`config.mk`:
```
export PLATFORM = sky130hd
export DESIGN_NAME = tdc_measure_ctrl
export DESIGN_NICKNAME = d
export VERILOG_FILES = /design/src/rtl/tdc_measure_ctrl.sv
export SDC_FILE = /design/constraint.sdc
export NUM_CORES = 1
export LEC_CHECK = 0
export ABC_AREA = 1
export CORE_AREA = 5 5 62 64
export CTS_CLUSTER_DIAMETER = 150
export DETAILED_ROUTE_END_ITERATION = 6
export DIE_AREA = 0 0 67 69
export PLACE_DENSITY = 0.76
export SKIP_CTS_REPAIR_TIMING = 1
export SLEW_MARGIN = 20
export SYNTH_ARGS = -nofsm -noshare
export SYNTH_HDL_FRONTEND = slang
export SYNTH_SLANG_ARGS = --single-unit
```
`constraint.sdc`:
```
create_clock -name clk_input -period 2.5 [get_ports clk_input]
set_clock_uncertainty 0.05 [all_clocks]
set_input_delay 0.375 -clock clk_input [delete_from_list [all_inputs] [get_ports clk_input]]
set_output_delay 0.375 -clock clk_input [all_outputs]
set_load 0.005 [all_outputs]
```
`src/rtl/tdc_measure_ctrl.sv`:
```
`default_nettype none
// ============================================================================
// Module      : tdc_measure_ctrl
// Description : Coarse time-to-digital measurement controller. Synchronises
//               asynchronous start/stop hits, measures the start-to-stop
//               interval in clk_input cycles, times out long intervals and
//               holds the result until a valid/ready handshake.
// Revision    : 1.0 - initial release
// ============================================================================
module tdc_measure_ctrl #(
  parameter int SYNC_STAGES = 2,
  parameter int COUNT_W     = 16,
  parameter int TIMEOUT_CYC = 1000
) (
  input  logic               clk_input,
  input  logic               reset,
  input  logic               async_start,
  input  logic               async_stop,
  input  logic               arm,
  input  logic               abort,
  output logic               busy,
  output logic               result_valid,
  input  logic               result_ready,
  output logic [COUNT_W-1:0] result_count,
  output logic               result_timeout
);

  localparam logic [1:0] c_ST_IDLE    = 2'd0;
  localparam logic [1:0] c_ST_ARMED   = 2'd1;
  localparam logic [1:0] c_ST_RUNNING = 2'd2;
  localparam logic [1:0] c_ST_HOLD    = 2'd3;

  // Edge flags are suppressed until the chain and the last-level copy hold
  // samples taken after reset, so a level held through reset is not an edge.
  localparam int                    c_SETTLE_W    = $clog2(SYNC_STAGES + 2);
  localparam logic [c_SETTLE_W-1:0] c_SETTLE_DONE = c_SETTLE_W'(SYNC_STAGES + 1);
  localparam logic [COUNT_W-1:0]    c_TIMEOUT     = COUNT_W'(TIMEOUT_CYC);

  logic [1:0]            r_state;
  logic [1:0]            w_state_nxt;
  logic                  w_timed_out;
  logic                  r_busy;
  logic                  r_valid;
  logic                  r_timeout;
  logic                  w_busy_nxt;
  logic                  w_valid_nxt;
  logic                  w_timeout_nxt;
  logic [COUNT_W-1:0]    r_count;
  logic [c_SETTLE_W-1:0] r_settle;
  logic                  w_primed;
  logic [1:0]            w_async_in;
  logic [1:0]            w_edge;
  logic                  w_start_edge;
  logic                  w_stop_edge;

  assign w_async_in   = {async_stop, async_start};
  assign w_start_edge = w_edge[0];
  assign w_stop_edge  = w_edge[1];
  assign w_primed     = (r_settle == c_SETTLE_DONE);

  // Post-reset settle counter gating the edge detectors.
  always_ff @(posedge clk_input or posedge reset) begin
    if (reset) begin
      r_settle <= '0;
    end else if (r_settle != c_SETTLE_DONE) begin
      r_settle <= r_settle + c_SETTLE_W'(1);
    end
  end

  genvar gi;
  generate
    for (gi = 0; gi < 2; gi++) begin : g_sync
      logic [SYNC_STAGES-1:0] r_sync;
      logic                   r_last;
      logic                   r_edge;

      // Synchroniser chain, last-level copy and registered rising-edge flag.
      always_ff @(posedge clk_input or posedge reset) begin
        if (reset) begin
          r_sync <= '0;
          r_last <= 1'b0;
          r_edge <= 1'b0;
        end else begin
          r_sync <= {r_sync[SYNC_STAGES-2:0], w_async_in[gi]};
          r_last <= r_sync[SYNC_STAGES-1];
          r_edge <= w_primed & r_sync[SYNC_STAGES-1] & ~r_last;
        end
      end

      assign w_edge[gi] = r_edge;
    end
  endgenerate

  // State register and registered status outputs.
  always_ff @(posedge clk_input or posedge reset) begin
    if (reset) begin
      r_state   <= c_ST_IDLE;
      r_busy    <= 1'b0;
      r_valid   <= 1'b0;
      r_timeout <= 1'b0;
    end else begin
      r_state   <= w_state_nxt;
      r_busy    <= w_busy_nxt;
      r_valid   <= w_valid_nxt;
      r_timeout <= w_timeout_nxt;
    end
  end

  // Next-state decision; abort overrides everything, stop beats timeout.
  always_comb begin
    w_state_nxt = r_state;
    w_timed_out = 1'b0;
    if (abort) begin
      w_state_nxt = c_ST_IDLE;
    end else begin
      case (r_state)
        c_ST_IDLE: begin
          if (arm) w_state_nxt = c_ST_ARMED;
        end
        c_ST_ARMED: begin
          if (w_start_edge) w_state_nxt = c_ST_RUNNING;
        end
        c_ST_RUNNING: begin
          if (w_stop_edge) begin
            w_state_nxt = c_ST_HOLD;
          end else if (r_count == c_TIMEOUT) begin
            w_state_nxt = c_ST_HOLD;
            w_timed_out = 1'b1;
          end
        end
        c_ST_HOLD: begin
          if (r_valid && result_ready) begin
            w_state_nxt = arm ? c_ST_ARMED : c_ST_IDLE;
          end
        end
        default: w_state_nxt = c_ST_IDLE;
      endcase
    end
  end

  // Next values of the status outputs, decoded from the next state.
  always_comb begin
    w_busy_nxt    = (w_state_nxt == c_ST_ARMED) || (w_state_nxt == c_ST_RUNNING);
    w_valid_nxt   = (w_state_nxt == c_ST_HOLD);
    w_timeout_nxt = 1'b0;
    if (w_state_nxt == c_ST_HOLD) begin
      w_timeout_nxt = (r_state == c_ST_HOLD) ? r_timeout : w_timed_out;
    end
  end

  // Interval counter: 1 in the first RUNNING cycle, frozen in HOLD.
  always_ff @(posedge clk_input or posedge reset) begin
    if (reset) begin
      r_count <= '0;
    end else begin
      case (w_state_nxt)
        c_ST_RUNNING: r_count <= (r_state == c_ST_RUNNING) ? r_count + COUNT_W'(1) : COUNT_W'(1);
        c_ST_HOLD:    r_count <= r_count;
        default:      r_count <= '0;
      endcase
    end
  end

  assign busy           = r_busy;
  assign result_valid   = r_valid;
  assign result_timeout = r_timeout;
  assign result_count   = r_count;

endmodule
`default_nettype wire

```
* Word-level counts from Yosys, hierarchy flattened
Index checks and enable logic that the tools add are counted.
** Operators by class
- $add $sub $neg :: 2
- Multiply operators :: 0
- Divide/modulo/power cells :: 0
- Order comparisons :: 0
- Equality and inequality tests :: 10
- Shift operators :: 0
- Mux-type cells :: 16
- Bitwise gates (word level) :: 6
- Reduce and logical (&&, ||, !) cells :: 3
** Operators with widths (number)
- $pmux W16 S2 :: 1
- $add A16 B1 Y16 const B :: 1
- $eq A16 B10 Y1 const B :: 1
- $mux W16 :: 1
- $mux W2 :: 6
- $eq A2 B2 Y1 const B :: 5
- $pmux W2 S4 :: 1
- $mux W1 :: 7
- $and A1 B1 Y1 :: 4
- $eq A2 B1 Y1 const B :: 2
- $ne A2 B2 Y1 const B :: 2
- $add A2 B1 Y2 const B :: 1
- $logic_not A2 Y1 :: 1
- $not A1 Y1 :: 2
- $logic_and A1 B1 Y1 :: 1
- $logic_or A1 B1 Y1 :: 1
** Storage, ports and cells
- Register bits :: 31
- Latch bits :: 0
- Memory bits (writable) :: 0
- Memory bits (read-only) :: 0
- Input bits :: 7
- Output and inout port bits :: 19
- Logic and storage cells :: 49
- Memories kept :: 0

* Longest topological paths before layout
- Word-level depth :: 7
- Gate-level depth with buffers :: 17
- Gate-level depth less buffers :: 17

* Worst setup path before layout
OpenSTA, ideal clock, no wires.
- Kind :: in2reg
- Start :: input port result_count[0]
- End :: register r_count[15] (netlist: result_count[15])
- Library setup time :: 120 ps
- Arrival :: 1917 ps
- Data required time :: 2330 ps
- Path slack :: 413 ps
- Stages on the path :: 16
- Path buffers :: 1
- Path through :: dfrtp_1 inv_2 ha_1 nand4_1 nor2_1 nand2_1 nand2_1 nand2_1 a21boi_1 ha_1 inv_2 buf_2 nand4_1 nand2_1 nand2_1 nor2_1
** Between the ends
- Longest elaborated chain between the ends :: 7
- Elaborated cells between the ends (all ways) :: 10
- Classes of those cells :: add/sub: 1; eq/ne: 3; mux: 6
** Ends and longest elaborated chain
- from (decl) :: RTL line 24 : output logic [COUNT_W-1:0] result_count,
- $eq A16 B10 Y1 (*) :: RTL line 126 : end else if (r_count == c_TIMEOUT) begin
- $mux W2 (*) :: RTL line 126
- $mux W2 (*) :: RTL line 124 : if (w_stop_edge) begin
- $pmux W2 S4 (*) :: RTL line 116 : case (r_state)
- $mux W2 (*) :: RTL line 113 : if (abort) begin
- net w_state_nxt[0] :: RTL line 40 : logic [1:0] w_state_nxt;
- $eq A2 B2 Y1 :: RTL line 156 : case (w_state_nxt)
- $pmux W16 S2 :: RTL line 156
- to (signal assigned) :: RTL line 157 : c_ST_RUNNING: r_count <= (r_state == c_ST_RUNNING) ? r_count + COUNT_W'(1) : COUNT_W'(1);
- to (signal assigned) :: RTL line 158 : c_ST_HOLD: r_count <= r_count;
- to (decl) :: RTL line 48 : logic [COUNT_W-1:0] r_count;
Mark *: on every way through the listed nets, which the timed path passes. The rest lies on a longest branch.
A chain may end at the register's enable or synchronous reset.

* Worst setup path after layout
- Start :: input port result_count[0]
- End :: register r_count[10] (netlist: result_count[10])
Same word-level chain as after synthesis.

==> impl_metrics.json <==
{
  "status": "finished clean",
  "synth_top_area_share_pct": 48.3,
  "num_io_pins": 26,
  "synth_flop_cell": "dfrtp_1",
  "synth_commonest_cells": "nand2_1 (32), dfrtp_1 (31), inv_1 (26)",
  "drv_cap": 0,
  "cts.sinks": 31,
  "dieArea_um2": 4620,
  "maxSlewViolCount": 0,
  "endpoint": "result_count[10]",
  "final_util_pct": 64.4,
  "place_congestion": 0.808,
  "worstSetupPathType": "reg -> reg",
  "tightest_slew_ps": 398,
  "r2r-end": "result_count[10]",
  "grt_antenna_before_repair": 0,
  "synth_nets": 201,
  "drt-initial-drc-count": 110,
  "grt_use_total_pct": 17.9,
  "tritoncts": "done",
  "dp_hpwl_um": 2580,
  "cp_slowest_cell": "dfrtp_1",
  "viasPerCell": 5.09,
  "reg2reg_setup_slack_ps": 220,
  "crit_start": "result_count[0]",
  "overflow": 0,
  "final_antenna_net_count": 0,
  "peakVddDrop_v": 0.000343,
  "clk_latency_ps": 340,
  "relSlewSlack_pct": 73.5,
  "synth_area_um2": 1610,
  "synth.most_common_cell": "nand2_1",
  "critPathRequiredTime_ps": 2730,
  "synthArstFlopShare_pct": 100,
  "worst_hold_slack_ps": 304,
  "grt_pass1_vias": 1447,
  "wl_met3_um": 178,
  "die_h_um": 69,
  "synthCells": 188,
  "rr_startpoint": "result_count[0]",
  "rows": 21,
  "yosysTopAreaCell": "dfrtp_1",
  "cellPowerDensity_nw_per_um2": 517,
  "portBuffers": 25,
  "synth-seq-cells": 31,
  "drive_gt1_share_pct": 18.0,
  "drt_wl_total_um": 3610,
  "multi_input_area_um2": 718,
  "grt_pass1_wl_um": 6260,
  "cts_made_buffers": 5,
  "start_util_pct": 49.7,
  "period_share_pct": 91.2,
  "p_leak_nw": 0.923,
  "highest-signal-layer": "met4",
  "fill_cells": 275,
  "wire_per_inst_um": 13.2,
  "synth_area_leaders": "dfrtp_1 (48%), nand2_1 (7.5%), inv_1 (6.1%), nor2_1 (5.6%), ha_1 (4.7%)",
  "hold_violations": 0,
  "ys_types": 29,
  "die_w_um": 67,
  "setup_tns_ps": 0,
  "grt_max_degree": 32,
  "synth_edf_count": 0,
  "cp_data_arrival_time_ps": 2510,
  "htree_levels": 2,
  "drtPass1Iterations": 4,
  "routedLengthMet1_um": 1630,
  "ys_warn_count": 0,
  "worstPathCellList": "inv_2 -> ha_1 -> nand4_1 -> nor2_2 -> nand2_1 -> nand2_1 -> nand2_1 -> a21boi_2 -> ha_2 -> inv_2 -> o21ai_4 -> inv_4 -> a21oi_1 -> o21a_1",
  "clk_pin_slew_worst_paths_ps": 100,
  "clock_path_buffers": 2,
  "seqCellArea_um2": 776,
  "num_antenna_cells": 0,
  "start_kind": "flip-flop",
  "reg2reg_depth": 14,
  "ctsRootBufferMaster": "clkbuf_4",
  "hold_class": "reg -> reg",
  "drcViolationCount": 0,
  "vias": 1396,
  "period_needed_ps": 2280,
  "ys_seq_area_share_pct": 48.3,
  "max_freq_ghz": 0.439,
  "path_common_cell": "nand2_1",
  "max_stage_delay_ps": 410,
  "core-area_um2": 3230,
  "worstPathMaxFanout": 12,
  "area_growth_pct": 29.6,
  "avgSynthCellArea_um2": 8.55,
  "worstSetupEndpointType": "flip-flop",
  "wl_met2_um": 1670,
  "nNetsFinal": 240,
  "setup_viol": 0
}
-- metal layers --
| metal | GRT usage, % | vias to the layer above |
|---|---|---|
| met1 | 23.5 | 657 |
| met5 | 0 | - |
| met3 | 5.19 | 12 |
| met4 | 11.0 | 0 |
| met2 | 25.3 | 45 |
| li1 | - | 682 |
-- where the power goes --
group          leakage, nW  internal, mW  switching (mW)
clock               0.0525         0.312           0.181
sequential           0.403         0.513         0.00610
combinational        0.467        0.0289          0.0349
-- worst min path at each step --
stage | from | end | slack [ps] | depth (start not counted)
floorplan | g_sync[0].r_sync[0] | g_sync[0].r_sync[1] | 280 | 0
global placement | g_sync[1].r_sync[0] | g_sync[1].r_sync[1] | 280 | 0
detailed placement | g_sync[1].r_sync[0] | g_sync[1].r_sync[1] | 290 | 0
CTS | g_sync[1].r_sync[0] | g_sync[1].r_sync[1] | 310 | 0
global route | g_sync[1].r_sync[0] | g_sync[1].r_sync[1] | 320 | 0
finish | g_sync[1].r_sync[0] | g_sync[1].r_sync[1] | 300 | 0
-- worst max-delay path: cells and delay by family, from the launching register on --
family | cells | cell delay [ps]
flops | 1 | 410
fa+ha+maj | 2 | 390
buf+inv | 3 | 330
simple gates | 5 | 460
compound gates | 4 | 580
-- kinds of logic (layout without fill, tap and decap cells) --
kind of cell | after synthesis | in the layout | share of synthesized area, %
compound gates | 20 | 20 | 7.63
xor+xnor | 3 | 3 | 1.64
fa+ha+maj | 6 | 6 | 4.67
buf+inv | 32 | 72 | 7.55
flops | 31 | 31 | 48.3
mux | 1 | 1 | 0.701
simple gates | 95 | 95 | 29.5
-- sequential cells by signal, summed over array words and instances (netlist names) --
| signal | cells |
|---|---|
| r_state | 2 |
| r_settle | 2 |
| g_sync.r_edge | 2 |
| result_valid | 1 |
| busy | 1 |
| g_sync.r_sync | 4 |
| g_sync.r_last | 2 |
| result_timeout | 1 |
| result_count | 16 |
-- through the flow --
step | instance area, um^2 | power, mW | worst slack [ps] | std cells
global placement | 1950 | 0.588 | 127 | 264
floorplan | 1610 | 0.560 | 413 | 188
finish | 2080 | 1.08 | 220 | 274
CTS | 2060 | 1.08 | 12.5 | 272
detailed placement | 1950 | 0.589 | 45.9 | 264
global route | 2080 | 1.12 | -1.35 | 274
-- cell usage in the layout (no fill, tap or decap), types with 2 or more instances in the layout --
cell	netlist	routed
o21ai_1	3	3
o21ai_0	3	3
nand3_1	10	10
nor2_2	3	4
inv_1	26	26
nor2_4	3	3
clkdlybuf4s50_1	0	25
nor2_1	24	23
nor3_2	2	2
nand2_2	5	5
dfrtp_1	31	31
bufinv_16	0	2
xor2_1	2	2
a21oi_1	8	8
buf_4	0	8
ha_1	6	5
nand2_1	32	32
nand3_2	2	2
nand4_1	9	9
clkbuf_4	0	5
nor3_1	3	3
inv_2	5	4
-- final cells by class --
cell class              count  area share [%]
clock buffers               6            1.98
clock inverters             2            2.88
inverters                  31            5.71
multi-input cells         125            34.5
flip-flops and latches     31            37.3
well taps                  46            2.76
repair buffers             33            14.9
Note: power is estimated with default switching activity, not from simulation.
